`src/rtl/usb_controller_pkg.sv`:
```
// Shared types and constants for the USB FIFO host-link front end.
package usb_controller_pkg;

    typedef enum logic [4:0] {
        ST_IDLE      = 5'd0,
        ST_HDR_RD    = 5'd1,
        ST_HDR_REC   = 5'd2,
        ST_DAT_WAIT  = 5'd3,
        ST_DAT_RD    = 5'd4,
        ST_DAT_REC   = 5'd5,
        ST_ACK_WAIT  = 5'd6,
        ST_ACK_SETUP = 5'd7,
        ST_ACK_WR    = 5'd8,
        ST_ACK_HOLD  = 5'd9
    } state_e;

    localparam int FRAME_PAYLOAD_BYTES = 64;
    localparam int RD_LOW_CYCLES_DEF   = 4;
    localparam int RECOVER_CYCLES_DEF  = 4;
    localparam int WR_LOW_CYCLES_DEF   = 3;

    typedef struct packed {
        logic       hit;
        logic [1:0] idx;
    } panel_match_t;

    // Lowest-indexed switch nibble equal to the header panel ID wins.
    function automatic panel_match_t find_panel(input logic [3:0] id, input logic [15:0] sw);
        panel_match_t m;
        m = '0;
        for (int i = 3; i >= 0; i--) begin
            if (sw[4*i +: 4] == id) begin
                m.hit = 1'b1;
                m.idx = 2'(i);
            end
        end
        return m;
    endfunction

endpackage

```
`src/rtl/usb_input_sync.sv`:
```
// Two-flop synchroniser for asynchronous inputs, with configurable width and reset value.
module usb_input_sync #(
    parameter int               WIDTH     = 1,
    parameter logic [WIDTH-1:0] RESET_VAL = '0
) (
    input  logic             clk_i,
    input  logic             rst_i,
    input  logic [WIDTH-1:0] d_i,
    output logic [WIDTH-1:0] q_o
);

    logic [WIDTH-1:0] meta_q;
    logic [WIDTH-1:0] sync_q;

    always_ff @(posedge clk_i or posedge rst_i) begin
        if (rst_i) begin
            meta_q <= RESET_VAL;
            sync_q <= RESET_VAL;
        end else begin
            meta_q <= d_i;
            sync_q <= meta_q;
        end
    end

    assign q_o = sync_q;

endmodule

```
`src/rtl/usb_controller.sv`:
```
// FT245-style FIFO front end: reads 65-byte frames, emits 32-bit chunk writes,
// and echoes the header byte back as an acknowledge.
module usb_controller
    import usb_controller_pkg::*;
#(
    parameter int RD_LOW_CYCLES  = RD_LOW_CYCLES_DEF,
    parameter int RECOVER_CYCLES = RECOVER_CYCLES_DEF,
    parameter int WR_LOW_CYCLES  = WR_LOW_CYCLES_DEF
) (
    input  logic        clk,
    input  logic        reset,
    input  logic [15:0] panel_switches_raw,
    input  logic        rxf_n_raw,
    input  logic        txe_n_raw,
    input  logic [7:0]  data_bus_in_raw,
    output logic [7:0]  data_bus_out,
    output logic        rd_n,
    output logic        wr_n,
    output logic        data_out_enable,
    output logic [31:0] chunk_data,
    output logic [3:0]  chunk_addr,
    output logic        chunk_write_enable,
    output logic [3:0]  row_addr,
    output logic [1:0]  panel_addr,
    output logic [4:0]  state_out
);

    localparam logic [7:0] RD_LOAD  = 8'(RD_LOW_CYCLES - 1);
    localparam logic [7:0] REC_LOAD = 8'(RECOVER_CYCLES - 1);
    localparam logic [7:0] WR_LOAD  = 8'(WR_LOW_CYCLES - 1);
    localparam logic [6:0] LAST_BYTE = 7'(FRAME_PAYLOAD_BYTES);

    logic        rxf_n_s, txe_n_s;
    logic [15:0] sw_s;

    state_e      state_q, state_d;
    logic [7:0]  cnt_q, cnt_d;
    logic [7:0]  data_q;
    logic [7:0]  hdr_q, hdr_d;
    logic [6:0]  byte_cnt_q, byte_cnt_d;
    logic [31:0] sh_q, sh_d;
    logic        accept_q, accept_d;
    logic [31:0] chunk_data_q, chunk_data_d;
    logic [3:0]  chunk_addr_q, chunk_addr_d;
    logic        cwe_q, cwe_d;
    logic [3:0]  row_q, row_d;
    logic [1:0]  panel_q, panel_d;
    logic [7:0]  dbo_q, dbo_d;
    logic        doe_q, doe_d;
    logic        rd_n_q, rd_n_d;
    logic        wr_n_q, wr_n_d;
    panel_match_t match;

    usb_input_sync #(.WIDTH(1), .RESET_VAL(1'b1)) u_sync_rxf (
        .clk_i(clk), .rst_i(reset), .d_i(rxf_n_raw), .q_o(rxf_n_s)
    );
    usb_input_sync #(.WIDTH(1), .RESET_VAL(1'b1)) u_sync_txe (
        .clk_i(clk), .rst_i(reset), .d_i(txe_n_raw), .q_o(txe_n_s)
    );
    usb_input_sync #(.WIDTH(16), .RESET_VAL(16'h0000)) u_sync_sw (
        .clk_i(clk), .rst_i(reset), .d_i(panel_switches_raw), .q_o(sw_s)
    );

    assign match = find_panel(hdr_q[7:4], sw_s);

    always_comb begin
        state_d      = state_q;
        cnt_d        = cnt_q;
        hdr_d        = hdr_q;
        byte_cnt_d   = byte_cnt_q;
        sh_d         = sh_q;
        accept_d     = accept_q;
        chunk_data_d = chunk_data_q;
        chunk_addr_d = chunk_addr_q;
        cwe_d        = 1'b0;
        row_d        = row_q;
        panel_d      = panel_q;
        dbo_d        = dbo_q;
        doe_d        = doe_q;

        case (state_q)
            ST_IDLE: begin
                byte_cnt_d = '0;
                if (!rxf_n_s) begin
                    state_d = ST_HDR_RD;
                    cnt_d   = RD_LOAD;
                end
            end
            ST_HDR_RD: begin
                if (cnt_q == 8'd0) begin
                    hdr_d   = data_q;
                    state_d = ST_HDR_REC;
                    cnt_d   = REC_LOAD;
                end else begin
                    cnt_d = cnt_q - 8'd1;
                end
            end
            ST_HDR_REC: begin
                if (cnt_q == REC_LOAD) begin
                    row_d    = hdr_q[3:0];
                    accept_d = match.hit;
                    if (match.hit) panel_d = match.idx;
                end
                if (cnt_q == 8'd0) state_d = ST_DAT_WAIT;
                else               cnt_d   = cnt_q - 8'd1;
            end
            ST_DAT_WAIT: begin
                if (!rxf_n_s) begin
                    state_d = ST_DAT_RD;
                    cnt_d   = RD_LOAD;
                end
            end
            ST_DAT_RD: begin
                if (cnt_q == 8'd0) begin
                    sh_d       = {sh_q[23:0], data_q};
                    byte_cnt_d = byte_cnt_q + 7'd1;
                    state_d    = ST_DAT_REC;
                    cnt_d      = REC_LOAD;
                end else begin
                    cnt_d = cnt_q - 8'd1;
                end
            end
            ST_DAT_REC: begin
                // byte_cnt_q counts bytes received, so a multiple of four closes a chunk
                if (cnt_q == REC_LOAD && accept_q && byte_cnt_q[1:0] == 2'd0) begin
                    cwe_d        = 1'b1;
                    chunk_data_d = sh_q;
                    chunk_addr_d = byte_cnt_q[5:2] - 4'd1;
                end
                if (cnt_q == 8'd0) state_d = (byte_cnt_q == LAST_BYTE) ? ST_ACK_WAIT : ST_DAT_WAIT;
                else               cnt_d   = cnt_q - 8'd1;
            end
            ST_ACK_WAIT: begin
                if (!txe_n_s) begin
                    dbo_d   = hdr_q;
                    doe_d   = 1'b1;
                    state_d = ST_ACK_SETUP;
                end
            end
            ST_ACK_SETUP: begin
                state_d = ST_ACK_WR;
                cnt_d   = WR_LOAD;
            end
            ST_ACK_WR: begin
                if (cnt_q == 8'd0) begin
                    state_d = ST_ACK_HOLD;
                    cnt_d   = REC_LOAD;
                end else begin
                    cnt_d = cnt_q - 8'd1;
                end
            end
            ST_ACK_HOLD: begin
                doe_d = 1'b0;
                if (cnt_q == 8'd0) state_d = ST_IDLE;
                else               cnt_d   = cnt_q - 8'd1;
            end
            default: state_d = ST_IDLE;
        endcase

        rd_n_d = !(state_d == ST_HDR_RD || state_d == ST_DAT_RD);
        wr_n_d = (state_d != ST_ACK_WR);
    end

    always_ff @(posedge clk or posedge reset) begin
        if (reset) begin
            state_q      <= ST_IDLE;
            cnt_q        <= '0;
            data_q       <= '0;
            hdr_q        <= '0;
            byte_cnt_q   <= '0;
            sh_q         <= '0;
            accept_q     <= 1'b0;
            chunk_data_q <= '0;
            chunk_addr_q <= '0;
            cwe_q        <= 1'b0;
            row_q        <= '0;
            panel_q      <= '0;
            dbo_q        <= '0;
            doe_q        <= 1'b0;
            rd_n_q       <= 1'b1;
            wr_n_q       <= 1'b1;
        end else begin
            state_q      <= state_d;
            cnt_q        <= cnt_d;
            data_q       <= data_bus_in_raw;
            hdr_q        <= hdr_d;
            byte_cnt_q   <= byte_cnt_d;
            sh_q         <= sh_d;
            accept_q     <= accept_d;
            chunk_data_q <= chunk_data_d;
            chunk_addr_q <= chunk_addr_d;
            cwe_q        <= cwe_d;
            row_q        <= row_d;
            panel_q      <= panel_d;
            dbo_q        <= dbo_d;
            doe_q        <= doe_d;
            rd_n_q       <= rd_n_d;
            wr_n_q       <= wr_n_d;
        end
    end

    assign data_bus_out       = dbo_q;
    assign rd_n               = rd_n_q;
    assign wr_n               = wr_n_q;
    assign data_out_enable    = doe_q;
    assign chunk_data         = chunk_data_q;
    assign chunk_addr         = chunk_addr_q;
    assign chunk_write_enable = cwe_q;
    assign row_addr           = row_q;
    assign panel_addr         = panel_q;
    assign state_out          = state_q;

endmodule

```
`config.mk`:
```
export PLATFORM = sky130hd
export DESIGN_NAME = usb_controller
export DESIGN_NICKNAME = d
export VERILOG_FILES = /design/src/rtl/usb_controller_pkg.sv /design/src/rtl/usb_input_sync.sv /design/src/rtl/usb_controller.sv
export SDC_FILE = /design/constraint.sdc
export NUM_CORES = 1
export LEC_CHECK = 0
export CORE_ASPECT_RATIO = 1.1
export CORE_MARGIN = 2
export CORE_UTILIZATION = 61
export CTS_BUF_LIST = sky130_fd_sc_hd__clkbuf_8
export DETAILED_ROUTE_END_ITERATION = 7
export PLACE_DENSITY = 0.88
export SLEW_MARGIN = 30
export SYNTH_ARGS = -nofsm -noshare
export SYNTH_HDL_FRONTEND = slang
export SYNTH_HIERARCHICAL = 1
export SYNTH_SLANG_ARGS = --single-unit
```
`constraint.sdc`:
```
create_clock -name clk -period 12.6 [get_ports clk]
set_clock_uncertainty 0.15 [all_clocks]
set_input_delay 1.89 -clock clk [delete_from_list [all_inputs] [get_ports clk]]
set_output_delay 1.89 -clock clk [all_outputs]
set_load 0.1 [all_outputs]
```
Word-level counts from Yosys, hierarchy flattened

Cells that the tools add are included.
Widths: inputs -> output; s select.

Register bits: 159
Input bits: 28
Output and inout port bits: 59
Word-level logic and storage cells: 95

$add $sub $neg: 3
Eq/ne operators: 22
Mux-type cells: 25
Bitwise gates (word level): 1
Reduce and logical (&&, ||, !) cells: 22

Operators by type and width:

| operator            | count |
|---|---|
| $pmux 5 s10         | 1 |
| $mux 5              | 9 |
| $pmux 8 s4          | 1 |
| $eq 5x3->1 const B  | 5 |
| $mux 8              | 3 |
| $eq 4x4->1          | 4 |
| $mux 3              | 5 |
| $pmux 7 s2          | 1 |
| $reduce_and 2->1    | 7 |
| $eq 5x1->1 const B  | 2 |
| $eq 5x2->1 const B  | 2 |
| $eq 5x4->1 const B  | 2 |
| $eq 8x2->1 const B  | 1 |
| $logic_not 8->1     | 1 |
| $ne 2x2->1 const B  | 4 |
| $sub 8x1->8 const B | 1 |
| $add 7x1->7 const B | 1 |
| $eq 7x7->1 const B  | 1 |
| $mux 7              | 1 |
| $reduce_and 3->1    | 2 |
| $reduce_or 3->1     | 2 |
| $logic_not 5->1     | 1 |
| $ne 5x4->1 const B  | 1 |
| $reduce_bool 2->1   | 2 |
| 10 further kinds    | 13 |

Longest topological paths before layout

Gate-level depths: netlist of run 1.

Depth after elaboration: 7
Depth in mapped cells: 8
Gate-level depth less buffers: 7

Modules after synthesis

The synthesis of run 1 kept the hierarchy.

By module, submodules not included:

| module                           | times used | cells each | area an instance (µm²) | sequential area each (µm²) |
|---|---|---|---|---|
| usb_controller                   | 1          | 504        | 5,421.4                | 3,080.5 |
| usb_input_sync at u_sync_sw      | 1          | 33         | 804.5                  | 800.8 |
| usb_input_sync at u_sync_rxf ... | 2          | 3          | 56.3                   | 52.6 |

Worst setup path before layout of run 1

OpenSTA, ideal clock, no wires.

Path kind: reg-to-output
Start point: register state_q[1], in the netlist state_out[1]
End point: output port state_out[1]
Arrival: 992 ps
Data required time: 10,560 ps
Path slack: 9,568 ps
Cell stages (with the launch flop): 1
Buffers on the path: 0
Cells stage by stage: dfrtp_1

RTL lines:

| what                     | RTL line              | RTL |
|---|---|---|
| start: declaration       | usb_controller.sv:36  | `state_e state_q, state_d;` |
| start signal: assignment | usb_controller.sv:183 | `state_q <= state_d;` |
| end: declaration         | usb_controller.sv:25  | `output logic [4:0] state_out` |

No word-level cell between the ends.

Worst setup path in the final report of run 1

Start point: register state_q[1], in the netlist state_out[1]
End point: output port state_out[1]

No word-level cell between the ends.

==> reports/metrics.yaml, run 1 <==
worst_setup_path:
  cp_cell_sequence: "clkdlybuf4s50_1"
  crit_slowest_cell: "clkdlybuf4s50_1"
  worstSetupEndpointType: "primary output"
  cp-start-kind: "flop"
  worstReg2RegStart: "cnt_q[0]$_DFFE_PP0P_"
  path_class: "flop to primary output"
  cp.required_ps: 10560
  rr_worst_depth: 7
  worstPathArrival_ps: 2380
  cp_top_family: "buffers and inverters"
  cp_max_fo: 19
  path_buf_inv: 1
  ff2ff_setup_slack_ps: 9610
  cp_slowest_stage_delay_ps: 1270
  worstReg2RegEnd: "rd_n$_DFF_PP1_"
grt:
  grt_pass1_wl_um: 22000
  antenna_found_initial: 0
  grt_remaining_overflow: 0
  grt_pass1_vias: 4426
  grt_busiest_layer: "met2"
  met3_usage: 0.0656
  grt_util_all_layers: 0.258
  grt_start_max_net_pins: 71
  met2_usage: 0.415
  grt_util_met1: 0.332
floorplanning:
  die_h_um: 111
  start_util: 0.619
  die_area_mm2: 0.0112
  top_level_ports: 87
  coreArea_mm2: 0.0102
  dieWidth_um: 101
  fp-row-count: 39
hold_path:
  min_to: "u_sync_sw/q_o[7]$_DFF_PP0_"
  hold_depth: 0
  holdCritStartpoint: "u_sync_sw/meta_q[7]$_DFF_PP0_"
  hold_class: "flop to flop"
pwr:
  power_leakage_nw: 3.65
  power.density_mw_per_mm2: 154
  ir_worst_vdd_uv: 98.9
  p_total_w: 0.00118
logic_synthesis:
  synth_cells: 543
  yosysWarnings: 6
  netlist.area_leader.share: 0.604
  syn-num-nets: 578
  synth_area_leaders: "dfrtp_1, nand2_1, mux2_2"
  yosysMostFrequentCell: "dfrtp_1"
  syn_area_mm2: 0.00634
  avgSynthCellArea_um2: 11.7
  synth_cell_types: 61
  ys_seq_area_frac: 0.629
  ys.flop_type: "dfrtp_1"
  yosys.area.top_type: "dfrtp_1"
  ys_ff_latch: 159
  synthTopCellsByCount: "dfrtp_1, nand2_1, mux2_2"
  synth_edf_count: 0
  ys_async_sr_fraction: 1.00
sta:
  tightest_slew_ps: 1010
  hold_slack_ps: 199
  rsz0062_at_grt: "false"
  fin_crit_sh: 0.351
  tns_ps: 0
  slew_headroom: 0.324
  finalMaxSlewViolations: 0
  fmaxAchievable_mhz: 226
  final-setup-viol-count: 0
  setup_ws_ps: 8180
  final.min_clock_period_ps: 4420
  hold_viol_final: 0
layout:
  multi_input_area_mm2: 0.00216
  diodes: 0
  num-fill-cells: 647
  drive_above_1_share: 0.155
  syn_to_final_growth_pct: 21.2
  finalNetCount: 662
  seqCellArea_mm2: 0.00399
place:
  dp_hpwl_um: 8580
  io_buffers: 86
  gp_congestion: 0.840
  place_ws_ps: 8620
cts:
  cts_root_buffer: "clkbuf_8"
  cts_tree: "built"
  cts_hold_buf: 0
  clkLatencyLatePin_ps: 440
  numCtsBuffers: 17
  clock-sinks: 159
  clockBufferDepth: 2
  post_cts_buffers: 0
  cts_max_level: 4
  post_cts_resized: 0
  cts.clk_slew.worst_paths_ps: 80
job:
  maxCapViolations: 0
status:
  status: "complete, no violations"
route:
  first_pass_iters: 5
  drc: 0
  vias: 4308
  drtAntennaViolNets: 0
  drt-wirelength-per-cell_um: 17.3
  drt_iter0_markers: 225
  viasPerCell: 5.65
  wirelength_um: 13200
==> power by group <==
part | leakage [nW] | switching [W] | internal (W) | total (W)
Clock | 0.214 | 0.000188 | 0.000221 | 0.000409
Sequential | 2.09 | 0.0000442 | 0.000542 | 0.000586
Combinational | 1.35 | 0.000115 | 0.0000738 | 0.000189
Total | 3.65 | 0.000348 | 0.000836 | 0.00118
==> per-layer routing <==
metal	wire length (um)	vias up
li1	-	1986
met1	5410	2160
met2	6870	128
met3	530	34
met4	426	0
met5	0	-
==> worst max path at each step <==
| stage | startpoint | end | slack (ps) | cells after the start |
|---|---|---|---|---|
| 2_1_floorplan | reset | accept_q$_DFFE_PP0P_ | 7290 | 1 |
| 3_3_place_gp | reset | sh_q[3]$_DFFE_PP0P_ | 8710 | 3 |
| 3_5_place_dp | reset | sh_q[0]$_DFFE_PP0P_ | 8620 | 3 |
| 4_1_cts | state_out[1]$_DFF_PP0_ | state_out[1] | 8200 | 1 |
| 5_1_grt | state_out[1]$_DFF_PP0_ | state_out[1] | 8130 | 1 |
| 6_report | state_out[1]$_DFF_PP0_ | state_out[1] | 8180 | 1 |
==> registers in the layout, indices dropped and copies added (netlist names), 5 cells and up <==
name	cells
chunk_data	32
sh_q	32
u_sync_sw/meta_q	16
u_sync_sw/q_o	16
cnt_q	8
data_bus_out	8
data_q	8
hdr_q	8
byte_cnt_q	7
state_out	5
==> placed cells by master, fill, tap and decap left out, drive strengths merged, types with 9 or more instances in the layout <==
master         count
or3                9
inv               19
dfrtp            153
nand2            138
clkbuf            18
nor2              20
a21oi             15
clkdlybuf4s50     86
xnor2             21
o21ai             14
mux2              45
==> final cells by class <==
type	instances	share of cell area
clock buffers	18	0.0322
clock inverters	14	0.0246
inverters	15	0.00765
multi-input cells	344	0.281
flip-flops and latches	159	0.519
well taps	123	0.0200
repair buffers	90	0.116
==> metrics by stage <==
stage / instance area [um^2] / util / instances
2_1_floorplan: 6340 / - / 543
3_5_place_dp: 7250 / 0.707 / 731
6_report: 7680 / 0.750 / 763
4_1_cts: 7680 / 0.750 / 763
5_1_grt: 7680 / 0.750 / 763
3_3_place_gp: 7250 / 0.707 / 731
==> cell families (layout without fill, tap and decap cells) <==
kind of cell               Yosys count  in the layout  share of synthesized area
AOI/OAI and AO/OA                   56             56                     0.0582
xor gates and xnor gates            22             22                     0.0304
adders and majority gates            7              7                     0.0138
buffers and inverters               40            137                     0.0316
DFF                                159            159                      0.629
muxes                               45             45                     0.0799
other                                1              1                   0.000592
and+or+nand+nor                    213            213                      0.157
(Power assumes the default switching activity.)
==> run 2, diff against run 1 <==
--- a/config.mk
+++ b/config.mk
@@ -7,10 +7,10 @@
 export LEC_CHECK = 0
 export CORE_ASPECT_RATIO = 1.1
 export CORE_MARGIN = 2
-export CORE_UTILIZATION = 61
+export CORE_UTILIZATION = 51
 export CTS_BUF_LIST = sky130_fd_sc_hd__clkbuf_8
 export DETAILED_ROUTE_END_ITERATION = 7
-export PLACE_DENSITY = 0.88
+export PLACE_DENSITY = 0.78
 export SLEW_MARGIN = 30
 export SYNTH_ARGS = -nofsm -noshare
 export SYNTH_HDL_FRONTEND = slang
==> constraint.sdc (replaced) <==
create_clock -name clk -period 3.67 [get_ports clk]
set_clock_uncertainty 0.15 [all_clocks]
set_input_delay 0.5505 -clock clk [delete_from_list [all_inputs] [get_ports clk]]
set_output_delay 0.5505 -clock clk [all_outputs]
set_load 0.1 [all_outputs]
==> run 2 against run 1 <==
Effect of this change:
- via count down 2.9%
- die area is 19% higher
- first-iteration DRC count rose by 1.8%
- global-route usage decreased by 5.7 points
- flip-flop and latch count unchanged
- core utilization is 11 points lower
- largest power group unchanged
- power grew to 3.3 times the previous value
- clock-buffer cell count did not move
- critical endpoint is now rd_n
- sequential share of layout area hardly changed
- final area barely moved
==> reports/metrics.yaml, run 2 (synthesis results as in run 1) <==
status:
  status: "complete, no violations"  # unchanged
cts:
  clockBufferDepth: 2  # unchanged
  cts_tree: "built"  # unchanged
  numCtsBuffers: 17  # unchanged
  clock-sinks: 159  # unchanged
  cts_max_level: 4  # unchanged
  cts.clk_slew.worst_paths_ps: 80  # about the same
  cts_root_buffer: "clkbuf_8"  # unchanged
  post_cts_buffers: 0  # unchanged
  clkLatencyLatePin_ps: 440  # about the same
  cts_hold_buf: 0  # unchanged
  post_cts_resized: 0  # unchanged
worst_setup_path:
  worstPathArrival_ps: 2110  # was 2380 ps
  worstSetupEndpointType: "primary output"  # unchanged
  path_buf_inv: 1  # unchanged
  cp_max_fo: 1  # was 19
  cp_cell_sequence: "clkdlybuf4s50_1"  # unchanged
  path_class: "flop to primary output"  # unchanged
  cp-start-kind: "flop"  # unchanged
  crit_slowest_cell: "clkdlybuf4s50_1"  # unchanged
  cp.required_ps: 2970  # was 10560 ps
  ff2ff_setup_slack_ps: 1030  # was 9610 ps
  cp_top_family: "buffers and inverters"  # unchanged
  cp_slowest_stage_delay_ps: 1130  # was 1270 ps
layout:
  fin_cells: 794  # was 763
  diodes: 0  # unchanged
  final_cell_mix: "dfrtp_1, nand2_1, clkdlybuf4s50_1"  # unchanged
  finalNetCount: 662  # unchanged
  drive_above_1_share: 0.166  # was 0.155
  syn_to_final_growth_pct: 21.3  # was 21.2%
  fin_area_mm2: 0.00769  # was 0.00768 mm^2
  num-fill-cells: 965  # was 647
  final_common_cell: "dfrtp_1"  # unchanged
route:
  wirelength_um: 12300  # was 13200 um
  drc: 0  # unchanged
  vias: 4185  # was 4308
  drt_iter0_markers: 229  # was 225
  drtAntennaViolNets: 0  # unchanged
  drt-wirelength-per-cell_um: 15.5  # was 17.3 um
  viasPerCell: 5.27  # was 5.65
  first_pass_iters: 4  # was 5
place:
  gp_congestion: 0.864  # was 0.840
  io_buffers: 86  # unchanged
  dp.cells: 762  # was 731
  placed_cell_area_mm2: 0.00729  # was 0.00725 mm^2
  dp_hpwl_um: 8190  # was 8580 um
  place_ws_ps: 1070  # was 8620 ps
grt:
  grt_remaining_overflow: 0  # unchanged
  antenna_found_initial: 0  # unchanged
  grt_util_all_layers: 0.201  # was 0.258
  grt_pass1_vias: 4227  # was 4426
  grt_start_max_net_pins: 124  # was 71
  grt_pass1_wl_um: 20500  # was 22000 um
floorplanning:
  start_util: 0.524  # was 0.619
  coreArea_mm2: 0.0121  # was 0.0102 mm^2
  die_h_um: 121  # was 111 um
  top_level_ports: 87  # unchanged
  fp-row-count: 42  # was 39
  dieWidth_um: 110  # was 101 um
  die_area_mm2: 0.0133  # was 0.0112 mm^2
job:
  maxCapViolations: 0  # unchanged
sta:
  rsz0062_at_grt: "false"  # unchanged
  tightest_slew_ps: 1000  # was 1010 ps
  setup_ws_ps: 857  # was 8180 ps
  final.min_clock_period_ps: 2810
  fin_crit_sh: 0.767
  finalMaxSlewViolations: 0  # unchanged
  tns_ps: 0  # unchanged
  slew_headroom: 0.328  # was 0.324
  fmaxAchievable_mhz: 355
  hold_viol_final: 0  # unchanged
  final-setup-viol-count: 0  # unchanged
pwr:
  power.density_mw_per_mm2: 512  # was 154 mW/mm^2
  power_leakage_nw: 3.65  # about the same
  p_total_w: 0.00394  # was 0.00118 W
  ir_worst_vdd_uv: 335  # was 98.9 uV
hold_path:
  hold_class: "flop to flop"  # unchanged
run 2: changes by cell type in the layout (fill, tap and decap cells not counted), sizes merged:
| cell | before | now |
|---|---|---|
| clkdlybuf4s50 | 86 | 80 |
| inv | 19 | 21 |
| bufinv | 4 | 2 |
| buf | 4 | 10 |
run 2: final timing paths:
path                       cells past startpoint                          to                     startpoint
min in group asynchronous                      2    u_sync_rxf/q_o$_DFF_PP1_                          reset
max in group asynchronous                      3   chunk_data[9]$_DFFE_PP0P_                          reset
min                                            0  u_sync_sw/q_o[2]$_DFF_PP0_  u_sync_sw/meta_q[2]$_DFF_PP0_
max reg2reg                                    5  chunk_data[17]$_DFFE_PP0P_         state_out[2]$_DFF_PP0_
min reg2reg                                    0  u_sync_sw/q_o[2]$_DFF_PP0_  u_sync_sw/meta_q[2]$_DFF_PP0_
max                                            1                        rd_n                 rd_n$_DFF_PP1_
run 2: cell type report:
type                            instances  area, um^2  share of cell area
Multi-Input combinational cell        344        2160               0.281
Clock inverter                         14         158              0.0205
Inverter                               15        60.1             0.00781
Clock buffer                           18         248              0.0322
Sequential cell                       159        3990               0.518
Timing Repair Buffer                   90         886               0.115
Tap cell                              154         193              0.0251
run 2: routing by layer:
layer  share of wire  GRT usage  routed length, um  vias up
li1                -          -                  -     1984
met1            0.44      0.268               5350     2053
met2            0.50      0.324               6180      133
met3           0.052     0.0532                643       15
met4          0.0091     0.0625                112        0
met5               0          0                  0        -
run 2: power by group:
part           switching, W  internal (W)
sequential         0.000149       0.00186
combinational      0.000374      0.000253
clock              0.000664      0.000637
run 2: stage by stage:
stage	util	hold WS (ps)
after floorplan	-	181
after global placement	0.603	182
after detailed placement	0.603	186
after CTS	0.637	204
after global routing	0.636	204
final	0.636	203
==> run 3, diff against run 2 <==
==> constraint.sdc (replaced) <==
create_clock -name clk -period 2.45 [get_ports clk]
set_clock_uncertainty 0.15 [all_clocks]
set_input_delay 0.3675 -clock clk [delete_from_list [all_inputs] [get_ports clk]]
set_output_delay 0.3675 -clock clk [all_outputs]
set_load 0.1 [all_outputs]
==> run 3 against run 2 <==
Effect of this change:
- power is 49% higher
- clock-buffer cell count is 1 lower
- highest routed layer unchanged
- sequential share of layout area is 0.053 points lower
- flip-flop and latch count stayed put
- non-clock buffer count is 14 higher
==> reports/metrics.yaml, run 3 (synthesis results as in run 1) <==
layout:
  final_cell_mix: "dfrtp_1, nand2_1, buf_4"  # was dfrtp_1, nand2_1, clkdlybuf4s50_1
  finalNetCount: 676  # was 662
  fin_cells: 808  # was 794
  final_common_cell: "dfrtp_1"  # unchanged
  diodes: 0  # unchanged
  syn_to_final_growth_pct: 21.6  # was 21.3%
  postLayoutCoreUtil: 0.638  # was 0.636
  drive_above_1_share: 0.272  # was 0.166
floorplanning:
  start_util: 0.524  # unchanged
  coreArea_mm2: 0.0121  # unchanged
  dieWidth_um: 110  # unchanged
  die_h_um: 121  # unchanged
  fp-row-count: 42  # unchanged
  die_area_mm2: 0.0133  # unchanged
  top_level_ports: 87  # unchanged
cts:
  cts_root_buffer: "clkbuf_8"  # unchanged
  clock-sinks: 159  # unchanged
  numCtsBuffers: 17  # unchanged
  cts_tree: "built"  # unchanged
  cts.clk_slew.worst_paths_ps: 90  # was 80 ps
  clkLatencyLatePin_ps: 450  # was 440 ps
  post_cts_buffers: 0  # unchanged
  clockBufferDepth: 2  # unchanged
  cts_max_level: 4  # unchanged
place:
  place_ws_ps: 80.6  # was 1070 ps
  io_buffers: 86  # unchanged
  gp_congestion: 0.868  # was 0.864
  dp_hpwl_um: 8980  # was 8190 um
  dp.cells: 776  # was 762
pwr:
  power.density_mw_per_mm2: 762  # was 512 mW/mm^2
  power_leakage_nw: 3.83  # was 3.65 nW
  power_frac_seq: 0.512  # was 0.510
  ir_worst_vdd_uv: 477  # was 335 uV
  intPower_w: 0.00405  # was 0.00275 W
  switchingPower_w: 0.00182  # was 0.00119 W
  comb_power_share: 0.171  # was 0.159
  switching_share: 0.311  # was 0.301
  clkPwrFrac: 0.317  # was 0.330
route:
  viasPerCell: 5.28  # was 5.27
  first_pass_iters: 5  # was 4
  wirelength_um: 12700  # was 12300 um
  drtAntennaViolNets: 0  # unchanged
  vias: 4264  # was 4185
  drc: 0  # unchanged
  drt-wirelength-per-cell_um: 15.7  # was 15.5 um
  drt_iter0_markers: 251  # was 229
worst_setup_path:
  worstReg2RegStart: "cnt_q[0]$_DFFE_PP0P_"  # was state_out[2]$_DFF_PP0_
  cp_max_fo: 8  # was 1
  cp_top_family: "simple AND/OR/NAND/NOR gates"  # was buffers and inverters
  crit_slowest_cell: "or3_1"  # was clkdlybuf4s50_1
  path_class: "flop to flop"  # was flop to primary output
  cp.required_ps: 2640  # was 2970 ps
  cp_slowest_stage_delay_ps: 500  # was 1130 ps
  cp-start-kind: "flop"  # unchanged
  cp_cell_sequence: "inv_1 -> ha_1 -> nor3b_1 -> nand2_1 -> or3_1 -> mux2_1"  # was clkdlybuf4s50_1
  worstReg2RegEnd: "hdr_q[4]$_DFFE_PP0P_"  # was chunk_data[17]$_DFFE_PP0P_
  path_buf_inv: 1  # unchanged
  worstPathArrival_ps: 2480  # was 2110 ps
  crit_cells: 6  # was 1
  ff2ff_setup_slack_ps: 160  # was 1030 ps
  worstSetupEndpointType: "flop"  # was primary output
  crit_start: "cnt_q[0]$_DFFE_PP0P_"  # was rd_n$_DFF_PP1_
  rr_worst_depth: 6  # was 5
  timing.critical_path.to: "hdr_q[4]$_DFFE_PP0P_"  # was rd_n
job:
  maxCapViolations: 0  # unchanged
sta:
  final-setup-viol-count: 0  # unchanged
  fin_crit_sh: 0.936
  rsz0062_at_grt: "false"  # unchanged
  tns_ps: 0  # unchanged
  hold_viol_final: 0  # unchanged
  final.min_clock_period_ps: 2290
  finalMaxSlewViolations: 0  # unchanged
  tightest_slew_ps: 579  # was 1000 ps
  fmaxAchievable_mhz: 436
  setup_ws_ps: 157  # was 857 ps
  slew_headroom: 0.613  # was 0.328
grt:
  met2_usage: 0.332  # was 0.324
  grt_remaining_overflow: 0  # unchanged
  grt_pass1_wl_um: 21000  # was 20500 um
  grt_busiest_layer: "met2"  # unchanged
  grt_util_met1: 0.277  # was 0.268
  grt_util_all_layers: 0.208  # was 0.201
  antenna_found_initial: 0  # unchanged
  met3_usage: 0.0602  # was 0.0532
  grt_start_max_net_pins: 45  # was 124
  grt_pass1_vias: 4290  # was 4227
hold_path:
  hold_depth: 1  # was 0
  hold_class: "primary input to flop"  # was flop to flop
status:
  status: "complete, no violations"  # unchanged
==> run 3: cell count changes in the layout (fill, tap and decap cells not counted), sizes merged <==
| cell | change |
|---|---|
| clkbuf | -1 |
| clkinvlp | -1 |
| clkdlybuf4s50 | -53 |
| clkinv | +3 |
| bufinv | -1 |
| buf | +67 |
==> run 3: worst reg2reg max path, stage by stage, from the launching register on <==
cell     delay (ps)
dfrtp_1         430
inv_1           100
ha_1            220
nor3b_1         260
nand2_1         150
or3_1           500
mux2_1          380
==> run 3: worst min path at each step <==
stage,slack [ps],startpoint,to
after global routing,140,txe_n_raw,u_sync_txe/meta_q$_DFF_PP1_
after detailed placement,180,u_sync_sw/meta_q[3]$_DFF_PP0_,u_sync_sw/q_o[3]$_DFF_PP0_
after floorplan,130,reset,u_sync_rxf/meta_q$_DFF_PP1_
after global placement,180,u_sync_sw/meta_q[4]$_DFF_PP0_,u_sync_sw/q_o[4]$_DFF_PP0_
final,170,txe_n_raw,u_sync_txe/meta_q$_DFF_PP1_
after CTS,150,txe_n_raw,u_sync_txe/meta_q$_DFF_PP1_
==> run 3: routing by layer <==
layer	wire, um	up-vias
met2	6430	109
li1	-	2024
met4	192	0
met3	621	18
met5	0	-
met1	5450	2113
==> run 3: layout make-up <==
class                      count  area, um^2
timing repair buffer         104         911
sequential                   159        3990
multi-input combinational    344        2170
tap                          154         193
clock buffer                  17         234
inverter                      15        60.1
fill                         931        4380
clock inverter                15         151
==> run 3: through the flow <==
step	total power, W	area, um^2	hold slack [ps]
floorplan	0.00376	6350	129
global placement	0.00402	7310	184
detailed placement	0.00406	7310	185
CTS	0.00591	7700	146
global route	0.00617	7710	137
finish	0.00587	7710	172
==> run 3: power groups by stage <==
stage / Combinational (W) / Sequential [W] / Clock (W)
detailed placement: 0.00100 / 0.00306 / 0
CTS: 0.00101 / 0.00301 / 0.00189
floorplan: 0.000700 / 0.00306 / 0
global placement: 0.000980 / 0.00304 / 0
global route: 0.00111 / 0.00303 / 0.00202
finish: 0.00100 / 0.00301 / 0.00186
==> run 3: timing repair <==
| item | in CTS | in global routing |
|---|---|---|
| hold endpoints to repair | 0 | 0 |
| hold buffers | 0 | 0 |
| resized for setup | 0 | 2 |
| setup endpoints to repair | 0 | 7 |
